$ cat config.mk
export PLATFORM = sky130hd
export DESIGN_NAME = mem_port_arbiter
export DESIGN_NICKNAME = d
export VERILOG_FILES = /design/src/rtl/rv32i_pkg.sv /design/src/rtl/mem_port_arbiter.sv
export SDC_FILE = /design/constraint.sdc
export NUM_CORES = 1
export LEC_CHECK = 0
export BUFFER_PORTS_ARGS = -buffer_cell sky130_fd_sc_hd__buf_2
export CAP_MARGIN = 20
export CORE_ASPECT_RATIO = 2
export CORE_MARGIN = 5
export CORE_UTILIZATION = 39
export DETAILED_ROUTE_END_ITERATION = 10
export MAX_ROUTING_LAYER = met4
export PLACE_DENSITY = 0.86
export REMOVE_ABC_BUFFERS = 1
export SLEW_MARGIN = 5
export SYNTH_ARGS = -nofsm -noshare
export SYNTH_HDL_FRONTEND = slang
export SYNTH_SLANG_ARGS = --single-unit
$ cat constraint.sdc
create_clock -name clk -period 1.48 [get_ports clk]
set_input_delay 0 -clock clk [delete_from_list [all_inputs] [get_ports clk]]
set_output_delay 0 -clock clk [all_outputs]
set_load 0.02 [all_outputs]
$ cat src/rtl/rv32i_pkg.sv
// Shared constants for the memory-side blocks of the core.
package rv32i_pkg;

  localparam logic [3:0]  BE_ALL          = 4'b1111;
  localparam int unsigned MEM_LAT_DEFAULT = 1;

  typedef enum logic {
    PORT_IF = 1'b0,
    PORT_DM = 1'b1
  } port_e;

endpackage

$ cat src/rtl/mem_port_arbiter.sv
// Arbitrates instruction-fetch and data ports onto one single-outstanding memory port,
// with dm priority and a starvation guard that eventually forces a fetch through.
module mem_port_arbiter
  import rv32i_pkg::*;
#(
  parameter int unsigned ADDR_W     = 32,
  parameter int unsigned DATA_W     = 32,
  parameter int unsigned MEM_LAT    = MEM_LAT_DEFAULT,
  parameter int unsigned STARVE_MAX = 4
) (
  input  logic              clk,
  input  logic              reset,
  input  logic              if_req,
  input  logic [ADDR_W-1:0] if_addr,
  output logic [DATA_W-1:0] if_rdata,
  output logic              if_ack,
  output logic              if_stall,
  input  logic              dm_req,
  input  logic              dm_we,
  input  logic [3:0]        dm_be,
  input  logic [ADDR_W-1:0] dm_addr,
  input  logic [DATA_W-1:0] dm_wdata,
  output logic [DATA_W-1:0] dm_rdata,
  output logic              dm_ack,
  output logic              dm_stall,
  output logic              mem_en,
  output logic              mem_we,
  output logic [3:0]        mem_be,
  output logic [ADDR_W-1:0] mem_addr,
  output logic [DATA_W-1:0] mem_wdata,
  input  logic [DATA_W-1:0] mem_rdata
);

  localparam int unsigned LAT_W = 3;
  localparam int unsigned STV_W = $clog2(STARVE_MAX + 1);
  localparam logic [LAT_W-1:0] LAT_LAST  = LAT_W'(MEM_LAT - 1);
  localparam logic [STV_W-1:0] STV_LIMIT = STV_W'(STARVE_MAX);

  typedef enum logic [1:0] {
    IDLE  = 2'd0,
    ISSUE = 2'd1,
    WAIT  = 2'd2,
    RESP  = 2'd3
  } state_e;

  state_e             state_q,     state_d;
  port_e              gnt_q,       gnt_d;
  logic               we_q,        we_d;
  logic [LAT_W-1:0]   lat_cnt_q,   lat_cnt_d;
  logic [STV_W-1:0]   starve_q,    starve_d;
  logic               mem_en_q,    mem_en_d;
  logic               mem_we_q,    mem_we_d;
  logic [3:0]         mem_be_q,    mem_be_d;
  logic [ADDR_W-1:0]  mem_addr_q,  mem_addr_d;
  logic [DATA_W-1:0]  mem_wdata_q, mem_wdata_d;
  logic               if_ack_q,    if_ack_d;
  logic               dm_ack_q,    dm_ack_d;
  logic [DATA_W-1:0]  if_rdata_q,  if_rdata_d;
  logic [DATA_W-1:0]  dm_rdata_q,  dm_rdata_d;
  logic               dm_wins;

  // dm normally wins; a saturated counter hands one grant to a waiting fetch.
  assign dm_wins = dm_req && !(if_req && (starve_q == STV_LIMIT));

  // NOTE: every variable gets a default before the case so no path leaves one
  // unassigned, which would otherwise infer a latch.
  always_comb begin
    state_d     = state_q;
    gnt_d       = gnt_q;
    we_d        = we_q;
    lat_cnt_d   = lat_cnt_q;
    starve_d    = starve_q;
    mem_en_d    = 1'b0;
    mem_we_d    = 1'b0;
    mem_be_d    = '0;
    mem_addr_d  = '0;
    mem_wdata_d = '0;
    if_ack_d    = 1'b0;
    dm_ack_d    = 1'b0;
    if_rdata_d  = '0;
    dm_rdata_d  = '0;

    case (state_q)
      IDLE: begin
        if (if_req || dm_req) begin
          state_d  = ISSUE;
          mem_en_d = 1'b1;
          if (dm_wins) begin
            gnt_d       = PORT_DM;
            we_d        = dm_we;
            mem_we_d    = dm_we;
            mem_be_d    = dm_we ? dm_be : BE_ALL;
            mem_addr_d  = dm_addr;
            mem_wdata_d = dm_we ? dm_wdata : '0;
            if (!if_req)                 starve_d = '0;
            else if (starve_q != STV_LIMIT) starve_d = starve_q + 1'b1;
          end else begin
            gnt_d      = PORT_IF;
            we_d       = 1'b0;
            mem_be_d   = BE_ALL;
            mem_addr_d = if_addr;
            starve_d   = '0;
          end
        end
      end
      ISSUE: begin
        state_d   = WAIT;
        lat_cnt_d = '0;
      end
      WAIT: begin
        if (lat_cnt_q == LAT_LAST) begin
          state_d = RESP;
          if (gnt_q == PORT_DM) begin
            dm_ack_d   = 1'b1;
            dm_rdata_d = we_q ? '0 : mem_rdata;
          end else begin
            if_ack_d   = 1'b1;
            if_rdata_d = mem_rdata;
          end
        end else begin
          lat_cnt_d = lat_cnt_q + 1'b1;
        end
      end
      RESP:    state_d = IDLE;
      default: state_d = IDLE;
    endcase
  end

  // NOTE: sequential state uses non-blocking assignments so every flop samples
  // the pre-edge value of every other flop.
  always_ff @(posedge clk) begin
    if (!reset) begin
      state_q     <= IDLE;
      gnt_q       <= PORT_IF;
      we_q        <= 1'b0;
      lat_cnt_q   <= '0;
      starve_q    <= '0;
      mem_en_q    <= 1'b0;
      mem_we_q    <= 1'b0;
      mem_be_q    <= '0;
      mem_addr_q  <= '0;
      mem_wdata_q <= '0;
      if_ack_q    <= 1'b0;
      dm_ack_q    <= 1'b0;
      if_rdata_q  <= '0;
      dm_rdata_q  <= '0;
    end else begin
      state_q     <= state_d;
      gnt_q       <= gnt_d;
      we_q        <= we_d;
      lat_cnt_q   <= lat_cnt_d;
      starve_q    <= starve_d;
      mem_en_q    <= mem_en_d;
      mem_we_q    <= mem_we_d;
      mem_be_q    <= mem_be_d;
      mem_addr_q  <= mem_addr_d;
      mem_wdata_q <= mem_wdata_d;
      if_ack_q    <= if_ack_d;
      dm_ack_q    <= dm_ack_d;
      if_rdata_q  <= if_rdata_d;
      dm_rdata_q  <= dm_rdata_d;
    end
  end

  assign mem_en    = mem_en_q;
  assign mem_we    = mem_we_q;
  assign mem_be    = mem_be_q;
  assign mem_addr  = mem_addr_q;
  assign mem_wdata = mem_wdata_q;
  assign if_ack    = if_ack_q;
  assign dm_ack    = dm_ack_q;
  assign if_rdata  = if_rdata_q;
  assign dm_rdata  = dm_rdata_q;
  assign if_stall  = if_req & ~if_ack_q;
  assign dm_stall  = dm_req & ~dm_ack_q;

endmodule

==> results.yml <==
sta:
  drv_slew: 0
  rsz0062_at_grt: "no"
  timing.hold.ws_ps: 38.12
  setup_violations: 0
  max_freq_ghz: 0.7016
  relSlewSlack: 0.7712
  tightest_slew_ps: 343.2
  hold_viol_final: 0
  fin_crit_sh: 0.9630
  min_period_ps: 1425
  fin_skew_ps: 10.29
finish:
  syn2layout_area_growth_pct: 75.50
  fill_cells: 808
  fin_nets: 980
  fin_cells: 997
  stdcell_area_sq_um: 8164
  drive_above_1_share: 0.3910
  final_common_cell: "buf_2"
  mostFrequentLayoutCells: "274 x buf_2, 145 x dfxtp_1, 134 x dlygate4sd3_1"
job:
  drv_cap: 0
synthesis:
  yosys_warnings: 0
  syn_inst: 428
  synth_top_area_frac: 0.6283
  ys_ff_latch: 146
  syn-cell-area_sq_um: 4652
  ys_types: 39
  yosys-top-cells-area: "dfxtp_1 63%, and2_1 13%, nand4_1 4.6%"
  synthFlopType: "dfxtp_1"
  synth_area_leader_cell: "dfxtp_1"
  synth-edff-count: 0
  ys_seq_area_frac: 0.6283
  avgSynthCellArea_sq_um: 10.87
  synthArstFlopShare: 0
critical_path:
  start_kind: "flip-flop"
  worst_path_max_delay_cell: "dfxtp_1"
  cp_top_family: "simple AND/OR/NAND/NOR gates"
  arrival_ps: 1720
  cp_cell_sequence: "inv_1, ha_2, and3_1, and3_4, buf_12, and2_1"
  crit_type: "flip-flop to flip-flop"
  cp_data_required_time_ps: 1780
  reg2reg_depth: 6
  r2r_slack_ps: 50
  worstReg2RegEnd: "mem_wdata[15]"
  cp-end-kind: "flip-flop"
  crit_fanout: 34
  rr_startpoint: "state_q[0]"
  critPathMaxStageDelay_ps: 360
  path_buf_inv: 2
floorplan:
  die_h_um: 164.5
  die_area_sq_um: 14340
  die_w_um: 87.23
  ios: 275
  core_sq_um: 11700
  initial_utilization: 0.3976
  rows: 56
route:
  drcViolationCount: 0
  via_per_inst: 4.781
  drt_wl_total_um: 16680
  wire_per_inst_um: 16.73
  final_antenna_net_count: 0
  first_pass_iters: 5
  num_vias: 4767
  drtIter0Drc: 178
cts:
  root_buffer: "clkbuf_16"
  clock_path_buffers: 2
  cts.htree.levels: 4
  clock-sinks: 146
  clkLatencyLatePin_ps: 410
  cts_buffers: 17
  path_clk_slew_ps: 60
  cts_tree: "built"
  postCtsSetupBuffers: 0
global_route:
  track_usage: 0.2346
  grt_first_pass_wirelength_um: 24970
  antenna_found_initial: 2
  grt_overflow: 0
  grt_max_degree: 51
  grt_pass1_vias: 5097
hold_path:
  hold_class: "input pin to flip-flop"
  holdPathStages: 2
  worstHoldEndpoint: "starve_q[1]"
  hold_start: "if_req"
pwr:
  p_per_area_nw_per_um2: 1388
  ir_drop_v: 0.001056
  p_leak_nw: 3.990
  finalPower_mw: 11.33
placed_design:
  place_area_sq_um: 6148
  gp_congestion: 0.7357
  dp_cells: 826
  io_buffers: 274
  dp_hpwl_um: 9787
run_status:
  outcome: "finished clean"
==> worst max-delay path by stage <==
stage          cells after the start            end    startpoint
2_1_floorplan                      5   mem_addr[15]    state_q[0]
3_3_place_gp                       5    mem_addr[7]   starve_q[0]
3_5_place_dp                       5    mem_addr[7]   starve_q[0]
4_1_cts                            6  mem_wdata[15]    state_q[0]
5_1_grt                            6   dm_rdata[16]  lat_cnt_q[0]
6_report                           6  mem_wdata[15]    state_q[0]
==> Yosys cell counts, drive strengths merged, types with 3 or more instances <==
| master | n |
|---|---|
| nor2 | 4 |
| o21a | 5 |
| dfxtp | 146 |
| ha | 7 |
| buf | 24 |
| clkbuf | 7 |
| and2 | 98 |
| o21ai | 32 |
| nand3 | 3 |
| nand2 | 34 |
| inv | 7 |
| nand4 | 34 |
==> cell type report <==
class,count,area (sq um),share of cell area
Clock buffer,18,429.2,0.05257
Tap cell,145,181.4,0.02222
Antenna cell,3,7.507,0.0009195
Multi-Input combinational cell,245,1546,0.1894
Inverter,7,26.28,0.003218
Timing Repair Buffer,419,2883,0.3531
Clock inverter,14,166.4,0.02038
Sequential cell,146,2924,0.3582
==> through the flow <==
| step | TNS [ps] | setup WS [ps] | util |
|---|---|---|---|
| after global placement | 0 | 21.06 | 0.5254 |
| final | 0 | 54.76 | 0.6977 |
| after detailed placement | -14.85 | -14.85 | 0.5254 |
| after CTS | 0 | 8.119 | 0.6922 |
| after floorplan | -40820 | -541.5 | - |
| after global routing | 0 | 1.071 | 0.6975 |
==> where the power goes <==
group          leakage, nW  switching (mW)  total (mW)  internal (mW)
combinational         2.52            1.42        2.56           1.14
sequential            1.19           0.127        4.47           4.34
clock                0.283            1.76        4.30           2.54
total                 3.99            3.31        11.3           8.02
==> per-layer routing <==
metal	up-vias	global-route usage	wire (um)
met5	-	-	0
met4	0	0.1390	795
met3	66	0.06390	1444
met2	285	0.4031	8913
met1	2174	0.2320	5530
li1	2242	-	-
==> sequential cells by signal (all words and copies together), names as in the netlist <==
signal / flops
dm_rdata: 32
if_rdata: 32
mem_addr: 32
mem_wdata: 32
mem_be: 4
lat_cnt_q: 3
starve_q: 3
state_q: 2
dm_ack: 1
gnt_q: 1
if_ack: 1
mem_en: 1
mem_we: 1
we_q: 1
==> cell families after synthesis <==
kind of cell / count (synthesis) / synth area share
flops: 146 / 0.6283
simple gates: 185 / 0.2356
compound gates: 49 / 0.06321
buf+inv: 38 / 0.04734
fa+ha+maj: 7 / 0.01883
mux: 3 / 0.006724
==> repair_timing <==
action / 4_1_cts / 5_1_grt
endpoints found under the hold margin: 136 / 0
setup endpoints to repair: 2 / 130
hold buffers: 134 / 0
gates resized for setup: 2 / 10
cloned: 1 / 1
Power figures use the tool's default switching activity.
